### config.mk
export PLATFORM = sky130hd
export DESIGN_NAME = mem_hex_dumper_flat
export DESIGN_NICKNAME = d
export VERILOG_FILES = /design/src/rtl/mem_hex_dumper_pkg.sv /design/src/rtl/mem_hex_dumper_if.sv /design/src/rtl/mem_hex_dumper_nibble.sv /design/src/rtl/mem_hex_dumper.sv /design/src/flat_wrapper.sv
export SDC_FILE = /design/constraint.sdc
export NUM_CORES = 1
export LEC_CHECK = 0
export CELL_PAD_IN_SITES_DETAIL_PLACEMENT = 1
export CELL_PAD_IN_SITES_GLOBAL_PLACEMENT = 1
export CORE_MARGIN = 3
export CORE_UTILIZATION = 34
export CTS_CLUSTER_DIAMETER = 120
export DETAILED_ROUTE_END_ITERATION = 7
export PLACE_DENSITY = 0.87
export RECOVER_POWER = 50
export SYNTH_ARGS = -nofsm -noshare
export SYNTH_HDL_FRONTEND = slang
export SYNTH_SLANG_ARGS = --single-unit
### constraint.sdc
create_clock -name clk -period 2 [get_ports clk]
set_input_delay 0.4 -clock clk [delete_from_list [all_inputs] [get_ports clk]]
set_output_delay 0.4 -clock clk [all_outputs]
set_load 0.1 [all_outputs]
### src/rtl/mem_hex_dumper_pkg.sv
// Shared types and constants for the memory hex dumper.
// Holds the FSM state encoding, the default bus widths and the ASCII codes used for text output.
// No ports; imported by the interface, the top and the nibble converter.
package mem_hex_dumper_pkg;

    localparam int DEF_ADDR_WIDTH = 16;
    localparam int DEF_REG_WIDTH  = 8;

    typedef enum logic [2:0] {
        ST_IDLE    = 3'd0,
        ST_READ    = 3'd1,
        ST_CAPTURE = 3'd2,
        ST_HI      = 3'd3,
        ST_LO      = 3'd4,
        ST_SEP     = 3'd5,
        ST_DONE    = 3'd6
    } state_t;

    localparam logic [7:0] ASCII_SPACE   = 8'h20;
    localparam logic [7:0] ASCII_NL      = 8'h0A;
    localparam logic [7:0] ASCII_ZERO    = 8'h30;
    localparam logic [7:0] ASCII_A_LOWER = 8'h61;

endpackage

### src/rtl/mem_hex_dumper_if.sv
// Bus bundle between the hex dumper and its environment.
// Carries the dump request (start, start_addr, end_addr, busy, done), the memory read port
// (mem_re, mem_addr, mem_dout) and the character stream (char_valid, char_data, char_ready).
interface mem_hex_dumper_if #(
    parameter int ADDR_WIDTH = 16,
    parameter int DATA_WIDTH = 8
);
    logic                  start;
    logic [ADDR_WIDTH-1:0] start_addr;
    logic [ADDR_WIDTH-1:0] end_addr;
    logic                  busy;
    logic                  done;
    logic                  mem_re;
    logic [ADDR_WIDTH-1:0] mem_addr;
    logic [DATA_WIDTH-1:0] mem_dout;
    logic                  char_valid;
    logic [7:0]            char_data;
    logic                  char_ready;

    // Environment side: requests dumps, serves memory reads, sinks characters.
    modport master (
        output start, start_addr, end_addr, mem_dout, char_ready,
        input  busy, done, mem_re, mem_addr, char_valid, char_data
    );

    // Dumper side.
    modport slave (
        input  start, start_addr, end_addr, mem_dout, char_ready,
        output busy, done, mem_re, mem_addr, char_valid, char_data
    );
endinterface

### src/rtl/mem_hex_dumper_nibble.sv
// Converts one 4-bit nibble to its lowercase ASCII hex digit, purely combinational.
// Ports: nibble_i (4-bit value), ascii_o (8-bit character '0'-'9' or 'a'-'f').
// Zero latency, no flow control.
module nibble_to_ascii
    import mem_hex_dumper_pkg::*;
(
    input  logic [3:0] nibble_i,
    output logic [7:0] ascii_o
);

    always_comb begin
        if (nibble_i < 4'd10) begin
            ascii_o = ASCII_ZERO + {4'd0, nibble_i};
        end else begin
            ascii_o = ASCII_A_LOWER + {4'd0, nibble_i} - 8'd10;
        end
    end

endmodule

### src/rtl/mem_hex_dumper.sv
// Reads an inclusive address range from memory and streams it as hex text.
// Each byte becomes two lowercase hex digits followed by a space or a newline (at end of line / end of range).
// Ports: clk, reset (async, active-high), bus (slave modport). Five cycles per byte at best; the
// character stream holds data stable while char_ready is low.
module mem_hex_dumper
    import mem_hex_dumper_pkg::*;
#(
    parameter int ADDR_WIDTH     = DEF_ADDR_WIDTH,
    parameter int DATA_WIDTH     = DEF_REG_WIDTH,
    parameter int BYTES_PER_LINE = 8
) (
    input  logic             clk,
    input  logic             reset,
    mem_hex_dumper_if.slave  bus
);

    localparam int            LW        = (BYTES_PER_LINE > 1) ? $clog2(BYTES_PER_LINE) : 1;
    localparam logic [LW-1:0] LINE_LAST = LW'(BYTES_PER_LINE - 1);

    state_t                state_q, state_d;
    logic [ADDR_WIDTH-1:0] addr_q, addr_d;
    logic [ADDR_WIDTH-1:0] end_q, end_d;
    logic [LW-1:0]         line_q, line_d;
    logic [DATA_WIDTH-1:0] byte_q, byte_d;

    logic [3:0]            nibble;
    logic [7:0]            nibble_ascii;
    logic                  at_end;
    logic                  newline;

    assign at_end  = (addr_q == end_q);
    assign newline = at_end || (line_q == LINE_LAST);

    // One converter shared by the HI and LO digits.
    assign nibble = (state_q == ST_HI) ? byte_q[7:4] : byte_q[3:0];

    nibble_to_ascii u_nibble (
        .nibble_i (nibble),
        .ascii_o  (nibble_ascii)
    );

    // State register
    always_ff @(posedge clk or posedge reset) begin
        if (reset) begin
            state_q <= ST_IDLE;
        end else begin
            state_q <= state_d;
        end
    end

    // Datapath registers
    always_ff @(posedge clk or posedge reset) begin
        if (reset) begin
            addr_q <= '0;
            end_q  <= '0;
            line_q <= '0;
            byte_q <= '0;
        end else begin
            addr_q <= addr_d;
            end_q  <= end_d;
            line_q <= line_d;
            byte_q <= byte_d;
        end
    end

    // Next-state and datapath update
    always_comb begin
        state_d = state_q;
        addr_d  = addr_q;
        end_d   = end_q;
        line_d  = line_q;
        byte_d  = byte_q;
        unique case (state_q)
            ST_IDLE: begin
                if (bus.start) begin
                    addr_d  = bus.start_addr;
                    end_d   = bus.end_addr;
                    line_d  = '0;
                    state_d = ST_READ;
                end
            end
            ST_READ:    state_d = ST_CAPTURE;
            ST_CAPTURE: begin
                byte_d  = bus.mem_dout;
                state_d = ST_HI;
            end
            // char_valid is high in HI/LO/SEP, so char_ready alone marks the transfer.
            ST_HI: if (bus.char_ready) state_d = ST_LO;
            ST_LO: if (bus.char_ready) state_d = ST_SEP;
            ST_SEP: begin
                if (bus.char_ready) begin
                    line_d = newline ? '0 : line_q + 1'b1;
                    if (at_end) begin
                        state_d = ST_DONE;
                    end else begin
                        // Wraps naturally through the top of the address space.
                        addr_d  = addr_q + 1'b1;
                        state_d = ST_READ;
                    end
                end
            end
            ST_DONE: state_d = ST_IDLE;
            default: state_d = ST_IDLE;
        endcase
    end

    // Outputs are decoded from state only, so reset clears them immediately.
    always_comb begin
        bus.busy       = 1'b0;
        bus.done       = 1'b0;
        bus.mem_re     = 1'b0;
        bus.mem_addr   = '0;
        bus.char_valid = 1'b0;
        bus.char_data  = 8'h00;
        unique case (state_q)
            ST_READ: begin
                bus.busy     = 1'b1;
                bus.mem_re   = 1'b1;
                bus.mem_addr = addr_q;
            end
            ST_CAPTURE: bus.busy = 1'b1;
            ST_HI, ST_LO: begin
                bus.busy       = 1'b1;
                bus.char_valid = 1'b1;
                bus.char_data  = nibble_ascii;
            end
            ST_SEP: begin
                bus.busy       = 1'b1;
                bus.char_valid = 1'b1;
                bus.char_data  = newline ? ASCII_NL : ASCII_SPACE;
            end
            ST_DONE: bus.done = 1'b1;
            default: ;
        endcase
    end

endmodule

### src/flat_wrapper.sv
// flat-port wrapper written by rule: the top's interface ports become plain ports
module mem_hex_dumper_flat import mem_hex_dumper_pkg::*;
#(
    parameter int ADDR_WIDTH     = DEF_ADDR_WIDTH,
    parameter int DATA_WIDTH     = DEF_REG_WIDTH,
    parameter int BYTES_PER_LINE = 8
)
  (clk, reset, bus_start, bus_start_addr, bus_end_addr, bus_mem_dout, bus_char_ready, bus_busy, bus_done, bus_mem_re, bus_mem_addr, bus_char_valid, bus_char_data);
  mem_hex_dumper_if #(.ADDR_WIDTH(ADDR_WIDTH), .DATA_WIDTH(DATA_WIDTH)) bus_i ();
  input  logic clk;
  input  logic reset;
  input wire logic [$bits(bus_i.start)-1:0] bus_start;
  input wire logic [$bits(bus_i.start_addr)-1:0] bus_start_addr;
  input wire logic [$bits(bus_i.end_addr)-1:0] bus_end_addr;
  input wire logic [$bits(bus_i.mem_dout)-1:0] bus_mem_dout;
  input wire logic [$bits(bus_i.char_ready)-1:0] bus_char_ready;
  output wire logic [$bits(bus_i.busy)-1:0] bus_busy;
  output wire logic [$bits(bus_i.done)-1:0] bus_done;
  output wire logic [$bits(bus_i.mem_re)-1:0] bus_mem_re;
  output wire logic [$bits(bus_i.mem_addr)-1:0] bus_mem_addr;
  output wire logic [$bits(bus_i.char_valid)-1:0] bus_char_valid;
  output wire logic [$bits(bus_i.char_data)-1:0] bus_char_data;
  assign bus_i.start = bus_start;
  assign bus_i.start_addr = bus_start_addr;
  assign bus_i.end_addr = bus_end_addr;
  assign bus_i.mem_dout = bus_mem_dout;
  assign bus_i.char_ready = bus_char_ready;
  assign bus_busy = bus_i.busy;
  assign bus_done = bus_i.done;
  assign bus_mem_re = bus_i.mem_re;
  assign bus_mem_addr = bus_i.mem_addr;
  assign bus_char_valid = bus_i.char_valid;
  assign bus_char_data = bus_i.char_data;
  mem_hex_dumper #(.ADDR_WIDTH(ADDR_WIDTH), .DATA_WIDTH(DATA_WIDTH), .BYTES_PER_LINE(BYTES_PER_LINE)) u_core (.clk(clk), .reset(reset), .bus(bus_i));
endmodule
# After elaboration in Yosys (flattened, before gate mapping)
# Index checks and enable logic that the tools add are counted.
dict set report classes {
  addsub 5
  n_mul 0
  div 0
  magnitude_cmp 1
  n_eq_ne 13
  n_shift 0
  muxes 23
  n_bitwise 0
  n_reduce_logical 10
}
# op n
set ops {}
lappend ops {{$mux 16} 4}
lappend ops {{$pmux 16 s2} 1}
lappend ops {{$mux 3} 8}
lappend ops {{$pmux 3 s6} 1}
lappend ops {{$add 16x1->16 const B} 1}
lappend ops {{$eq 16x16->1} 1}
lappend ops {{$pmux 8 s2} 1}
lappend ops {{$eq 3x3->1 const B} 4}
lappend ops {{$ne 2x2->1 const B} 5}
lappend ops {{$add 7x4->8 const A} 1}
lappend ops {{$mux 8} 1}
lappend ops {{$reduce_and 4->1} 2}
lappend ops {{$sub 8x4->8 const B} 1}
lappend ops {{$add 6x4->7 const A} 1}
lappend ops {{$eq 3x2->1 const B} 2}
lappend ops {{$mux 6} 1}
lappend ops {{$pmux 3 s2} 1}
lappend ops {{$reduce_or 5->1} 1}
lappend ops {{$lt 4x4->1 const B} 1}
lappend ops {{$mux 1} 4}
lappend ops {{$mux 4} 1}
lappend ops {{$add 3x1->3 const B} 1}
lappend ops {{$eq 3x1->1 const B} 1}
lappend ops {{$logic_not 3->1} 1}
lappend ops {{other kinds (6)} 6}
dict set report totals {
  register_bits 46
  latchBits 0
  ram_bits 0
  mem_bits_ro 0
  output_inout_bits 28
  word_cells 57
  n_memories 0
}

# Logic depth before layout (Yosys ltp)
# Gate-level depths: netlist of run 1.
dict set report depth {
  word_depth 6
  depth_mapped 8
}

# By module
# From an unflattened synthesis of run 1, not the netlist that was laid out.
dict set report hier_totals {
  cells_unflattened 341
  area_unflattened_um2 2915.3
}
# module instances cells_per_inst area_per_inst_um2 seq_area_each_um2
set by_module_without_submodules {}
lappend by_module_without_submodules {mem_hex_dumper 1 324 2792.7 1151.1}
lappend by_module_without_submodules {nibble_to_ascii 1 17 122.6 0.0}

# Worst setup path before layout of run 1
# OpenSTA, ideal clock, no wires.
dict set report synth_path {
  path_type {flip-flop to output port}
  start {reg u_core.addr_q[4]}
  end {out bus_char_data[1]}
  arrival_ns 3.472
  required_ns 1.600
  setup_slack_ns -1.872
  stages_incl_launch_ff 8
  n_path_buf 2
  path_cell_list {dfrtp_1 buf_6 xor2_1 nor4_2 and4_1 buf_6 nor2_1 o21ai_0}
}
dict set report synth_via {
  elab_chain_len 4
}
# element line_no
set synth_rtl {}
lappend synth_rtl {{start, declared} mem_hex_dumper.sv:21} ;# logic [ADDR_WIDTH-1:0] addr_q, addr_d;
lappend synth_rtl {{start signal, assigned} mem_hex_dumper.sv:59} ;# addr_q <= addr_d;
lappend synth_rtl {{$eq 16x16->1} mem_hex_dumper.sv:31} ;# assign at_end = (addr_q == end_q);
lappend synth_rtl {{$logic_or 1x1->1} mem_hex_dumper.sv:32} ;# assign newline = at_end || (line_q == LINE_LAST);
lappend synth_rtl {{$mux 6} mem_hex_dumper.sv:130} ;# bus.char_data = newline ? ASCII_NL : ASCII_SPACE;
lappend synth_rtl {{$pmux 8 s2} mem_hex_dumper.sv:115} ;# unique case (state_q)
lappend synth_rtl {{end, declared} flat_wrapper.sv:22} ;# output wire logic [$bits(bus_i.char_data)-1:0] bus_char_data;
# No other way between the ends.

# Final worst setup path of run 1
dict set report layout_path {
  start {reg u_core.addr_q[8]}
  end {out bus_char_data[5]}
}
# The elaborated chain is that of the path after synthesis.

==> results of run 1 <==
==> report_power, final <==
group | switching (mW) | internal (mW) | total [mW]
sequential | 0.500 | 1.38 | 1.88
clock | 0.418 | 0.383 | 0.801
combinational | 5.00 | 3.44 | 8.44
==> final timing paths <==
check / start / endpoint / slack (ns) / cells after the start
max: u_core.addr_q[8] / bus_char_data[5] / -0.64 / 6
min: reset / u_core.line_q[0] / 0.48 / 2
max reg2reg: u_core.addr_q[8] / u_core.state_q[0] / -0.16 / 8
min reg2reg: u_core.end_q[8] / u_core.end_q[8] / 0.52 / 2
max in group asynchronous: reset / u_core.addr_q[14] / 0.26 / 3
min in group clk: u_core.end_q[8] / u_core.end_q[8] / 0.52 / 2
==> synth_stat cells, types with 3 or more instances <==
master / number
buf_6: 4
a221oi_1: 3
nand2b_1: 5
clkbuf_1: 8
nand3_1: 12
mux2_2: 9
and2_1: 18
dfrtp_1: 46
nand2_1: 72
buf_2: 8
and3_1: 4
ha_1: 4
and4_1: 5
a22o_1: 3
o41ai_1: 3
xor2_1: 17
o22ai_1: 3
a21oi_1: 12
nor2_1: 16
a41oi_1: 3
o21ai_0: 8
mux2i_1: 5
nor3_1: 5
buf_4: 3
o211ai_1: 9
nor4_2: 4
==> per-layer routing <==
layer / vias to the layer above / GRT usage [%]
met5: - / 0
met1: 1748 / 33.2
met2: 250 / 49.3
met4: 0 / 17.3
met3: 84 / 6.38
li1: 1433 / -
==> flip-flops by register name (all words and copies together) (netlist names) <==
name / flops
u_core.end_q: 16
u_core.state_q: 3
u_core.byte_q: 8
u_core.line_q: 3
u_core.addr_q: 16
==> critical path: stages, from the launching register on <==
cell	delay, ns
dfrtp_1	0.42
xor2_1	0.16
nor4_2	0.50
and4_4	0.35
buf_4	0.16
o31ai_4	0.11
buf_12	0.19
==> placed cells by master (no fill, tap or decap), types with 4 or more instances in the layout <==
cell type / n
and2_4: 17
a21oi_1: 5
mux2_2: 8
o211ai_1: 9
a21oi_4: 5
a21oi_2: 5
nand2_1: 70
and4_1: 4
nor4_2: 5
nand3_1: 11
xor2_2: 7
buf_6: 12
dfrtp_2: 4
dfrtp_1: 42
buf_4: 50
mux2i_4: 4
buf_12: 33
clkbuf_8: 5
nor2_1: 12
xor2_1: 10
clkdlybuf4s50_1: 42
==> timing repair <==
item	4_1_cts	5_1_grt
setup buffers	12	18
cloned	2	0
hold buffers	0	0
pin swaps	16	18
gates resized for setup	41	44
endpoints found under the setup margin	36	41
==> cells by family after synthesis <==
family                     after synthesis  synth area share, %
AOI/OAI and AO/OA                       70                 17.7
adders and majority gates                4                 1.67
DFF                                     46                 38.5
and+or+nand+nor                        155                 27.0
xor gates and xnor gates                17                 4.98
buffers and inverters                   26                 5.02
muxes                                   14                 5.07
other                                    1                0.125
==> final cells by class <==
type	count	area share, %
multi-input combinational	261	40.6
timing repair buffer	143	32.3
sequential	46	22.2
tap	105	2.53
clock buffer	5	1.32
clock inverter	3	0.914
inverter	2	0.144
==> stage by stage <==
stage,hold slack [ns],cell area (um^2),utilization (%),cells,setup slack (ns)
5_1_grt,0.506,5200,62.1,565,-0.639
4_1_cts,0.393,4950,59.0,552,-0.464
2_1_floorplan,0.463,3190,-,333,-0.438
6_report,0.485,5200,62.1,565,-0.638
3_5_place_dp,0.493,4520,53.9,530,-0.145
3_3_place_gp,0.480,4520,53.9,530,-0.0608
==> key figures, run 1 <==
Run status
  • Status: complete, but fails checks
  • Failing checks: negative setup slack

STA
  • Setup TNS: -11.36 ns
  • Crit path time final: between 2 and 3 ns
  • Hold Vio Cnt, Final: 0
  • Setup WS post-layout: -0.638 ns
  • Clock Skew: roughly 0.014 ns
  • Max Slew Vio Count: 0
  • Maximum clock rate: 379 MHz
  • Measured slew at the worst slew-check pin: around 0.88 ns
  • Period utilization: 132%
  • Slew HR: 41.6%
  • RSZ-0062 raised after global routing: true
  • Final setup vio count: 45

Finish
  • # nets final: approximately 510
  • Register Area: about 1200 um^2
  • Syn-to-layout area delta: 74.0%
  • Inserted Diodes: 0
  • Fillers: 878
  • Layout cells sized above 1: 43.3%
  • Multi-input logic area: 2110 um^2

Yosys
  • Post-Syn Area: 2990 um^2
  • Synth Flop Type: dfrtp_1
  • Cell taking the most area after synthesis: dfrtp_1
  • Async set-reset flop share out of synthesis: 100%
  • Mapped Avg Cell Area: 8.98 um^2
  • Distinct cells, synth: 58
  • Synth warnings: 0
  • #FFs+latches synth: 46
  • Sequential-to-total area share from yosys stat: around two fifths
  • Yosys top cell area share: 38.5%
  • EDFF count, synth: 0
  • Area contributors post-synth: dfrtp_1, nand2_1, xor2_1
  • Mapped Cells: 333
  • Syn_nets: between 300 and 400

Setup path
  • Worst setup EP type: output pin
  • WP data required: 1.60 ns
  • Worst-path maximum fanout: 3
  • CP Launch Type: flip-flop
  • CP Class: reg2out
  • WP data arrival: about 2.2 ns

Placed design
  • Buffers on Ports: 70
  • Routability congestion estimate: 0.911
  • Dpl hpwl: roughly 8600 um

Route
  • Met3 wire len: 1250 um
  • Top layer in use: met4
  • WL met2: 7840 um
  • Post-route ant nets: 0
  • First DRT Iteration DRCs: 286
  • Met1 WL: 5960 um
  • Via density: 6.22
  • DRC viols: 0
  • WL per Instance: approximately 29 um
  • Routed vias: 3515
  • Routed WL: 16200 um
  • First drt pass iteration count: 5

Power
  • VDD IR max: 1300 uV
  • Static Leak: 2.25 nW
  • PwrDens: 2140 nW/um^2
  • Design Power: ~11 mW

Clock network
  • Clock Tree Buf Depth: 2
  • Num CTS Buffers: 5
  • Clk slew on worst S/H paths: 0.11 ns
  • Clock root buffer master: clkbuf_8
  • H-tree depth: 2
  • CTS tree: built
  • Clk_lat worst skew: 0.34 ns
  • # clock sinks: 46

GRT
  • First-pass GRT wire length: around 22000 um
  • Number of global-route vias before repair: 3709
  • Largest net degree at the start of global routing: 33
  • Total GRT Usage: 29.0%
  • Gr ovfl total: 0
  • Initial antenna violation count: 0

Floorplanning
  • Die height: ~100 um
  • Row cnt: 33
  • Initial Util: 35.7%
  • Core Area: roughly 8400 um^2
  • Die width: between 90 and 100 um
  • Io pins: 72
  • Die Area: 9950 um^2

Worst hold path
  • Worst Hold Class: in2async

Job
  • Max-cap violations: 0
Power figures use the tool's default switching activity.
==> inputs of run 2 (changes only) <==
Settings changed: CAP_MARGIN set to 20, CORE_UTILIZATION 34 to 37, HOLD_SLACK_MARGIN set to 0.06, PLACE_DENSITY 0.87 to 0.9.
Clock period 2 ns to 3 ns, I/O delays scaled along.
==> key figures, run 2 (synthesis results as in run 1) <==
GRT
  • Gr ovfl total: 0
  • Initial antenna violation count: 0
  • First-pass GRT wire length: roughly 16000 um
  • Number of global-route vias before repair: 3054
  • Largest net degree at the start of global routing: 31
  • Total GRT Usage: between 20% and 30%

Setup path
  • CP Class: reg2out
  • Worst-path maximum fanout: 9
  • Crit-path max cell delay: 0.49 ns
  • CP bufs+invs: 1
  • R2r startpoint: u_core.state_q[1]
  • CP Launch Type: flip-flop
  • WP data arrival: 2.30 ns
  • Crit-path slowest cell: dfrtp_1
  • Critical R2R Capture: u_core.addr_q[7]
  • WP data required: 2.40 ns
  • R2R Setup Slk: 0.40 ns
  • Crit path from: u_core.addr_q[4]
  • Worst setup EP type: output pin
  • CP top delay family: simple AND/OR/NAND/NOR gates
  • Reg2reg path depth: 5
  • Crit path cell chain: xor2_1, nor4_2, and4_1, nor2_1, o21ai_2, buf_12

Clock network
  • Clk slew on worst S/H paths: 0.09 ns
  • Clock root buffer master: clkbuf_8
  • Num CTS Buffers: 5
  • Clk_lat worst skew: 0.31 ns
  • H-tree depth: 2
  • Post CTS Setup Buffer Count: 0
  • CTS tree: built
  • # clock sinks: 46
  • Clock Tree Buf Depth: 2

Power
  • PwrDens: 1320 nW/um^2
  • VDD IR max: 537 uV
  • Design Power: 5.47 mW
  • Static Leak: 1.76 nW

Job
  • Max-cap violations: 0

Route
  • Post-route ant nets: 0
  • WL per Instance: ~19 um
  • Routed vias: 2836
  • DRC viols: 0
  • Via density: 5.66
  • Routed WL: about 9600 um
  • First drt pass iteration count: 4
  • First DRT Iteration DRCs: 215

Finish
  • # nets final: 446
  • Syn-to-layout area delta: 38.4%
  • Non-Filler Instances: ~500
  • Top Registers: u_core.addr_q x16, u_core.end_q x16, u_core.byte_q x8
  • Most frequent cells in the layout: nand2_1, dfrtp_1, clkdlybuf4s50_1
  • Most common cell after layout, fill and taps aside: nand2_1
  • Inserted Diodes: 0
  • Fillers: 881
  • Layout cells sized above 1: between 20% and 30%

STA
  • Hold Vio Cnt, Final: 0
  • Maximum clock rate: 344 MHz
  • Slew HR: 13.5%
  • Final setup vio count: 0
  • Clock Skew: 0.00892 ns
  • Measured slew at the worst slew-check pin: 1.30 ns
  • Period utilization: 96.8%
  • Final hold slack: between 0.5 and 0.6 ns
  • Max Slew Vio Count: 0
  • Setup WS post-layout: 0.0952 ns
  • RSZ-0062 raised after global routing: false
  • Setup TNS: 0 ns
  • Crit path time final: between 2 and 3 ns

Placed design
  • Buffers on Ports: 70
  • DP Worst Slack: ~0.25 ns
  • Routability congestion estimate: 0.876
  • Dpl hpwl: approximately 7000 um
  • Post-Place Cells: between 400 and 500

Worst hold path
  • Hold Path Origin: u_core.end_q[8]
  • Worst Hold Class: reg2reg
  • Hold path depth: 2
  • Worst Hold Path EP: u_core.end_q[8]

Floorplanning
  • Row cnt: 32
  • Die height: 95.9 um
  • Die width: 95.9 um
  • Die Area: 9190 um^2
  • Io pins: 72
  • Core Area: 7770 um^2
  • Initial Util: between 30% and 40%

Run status
  • Status: complete, no violations
## run 2: cell types whose count changed in the layout (fill, tap and decap cells not counted), moves of 8 or more
cell    delta
buf_4     -37
buf_6     -12
buf_12     -9
and2_1     +8
and2_2     +9
and2_4    -17
## run 2: area by class of cell
type / instances / area, um^2 / share of cell area, %
well taps: 102 / 128 / 3.08
multi-input cells: 261 / 1740 / 41.9
repair buffers: 82 / 1020 / 24.6
clock buffers: 6 / 82.6 / 2.00
clock inverters: 2 / 16.3 / 0.393
flip-flops and latches: 46 / 1150 / 27.8
inverters: 2 / 7.51 / 0.181
## run 2: worst min-delay path, cell delays in order, from the launching register on
cell,delay [ns]
dfrtp_1,0.38
nand2_1,0.06
nand2_1,0.06
## run 2: per-stage QoR
step,utilization [%],instance area (um^2)
finish,53.3,4140
global route,53.3,4140
CTS,53.4,4150
detailed placement,52.0,4040
global placement,52.0,4040
floorplan,-,3040
## run 2: power by group
group / switching (mW) / leakage [nW] / internal (mW)
clock: 0.235 / 0.0478 / 0.190
sequential: 0.331 / 0.561 / 0.914
combinational: 2.43 / 1.15 / 1.37
total: 2.99 / 1.76 / 2.48
## run 2: what timing repair did
item / 4_1_cts / 5_1_grt
hold buffers: 0 / 0
resized for setup: 1 / 3
pin swaps: 0 / 0
endpoints found under the setup margin: 1 / 3
## run 2: per-layer routing
metal / global-route usage, % / share of wire [%]
met1: 28.1 / 44
met2: 37.6 / 49
met3: 3.83 / 5.0
met4: 6.16 / 1.9
met5: 0 / 0
## run 2: worst max-delay path by stage
stage / to / slack, ns / cells past startpoint
2_1_floorplan: bus_char_data[1] / -0.33 / 7
6_report: bus_char_data[1] / 0.1 / 6
3_3_place_gp: bus_char_data[1] / 0.45 / 7
3_5_place_dp: bus_char_data[1] / 0.25 / 7
5_1_grt: bus_char_data[1] / 0.008 / 6
4_1_cts: bus_char_data[1] / 0.008 / 7
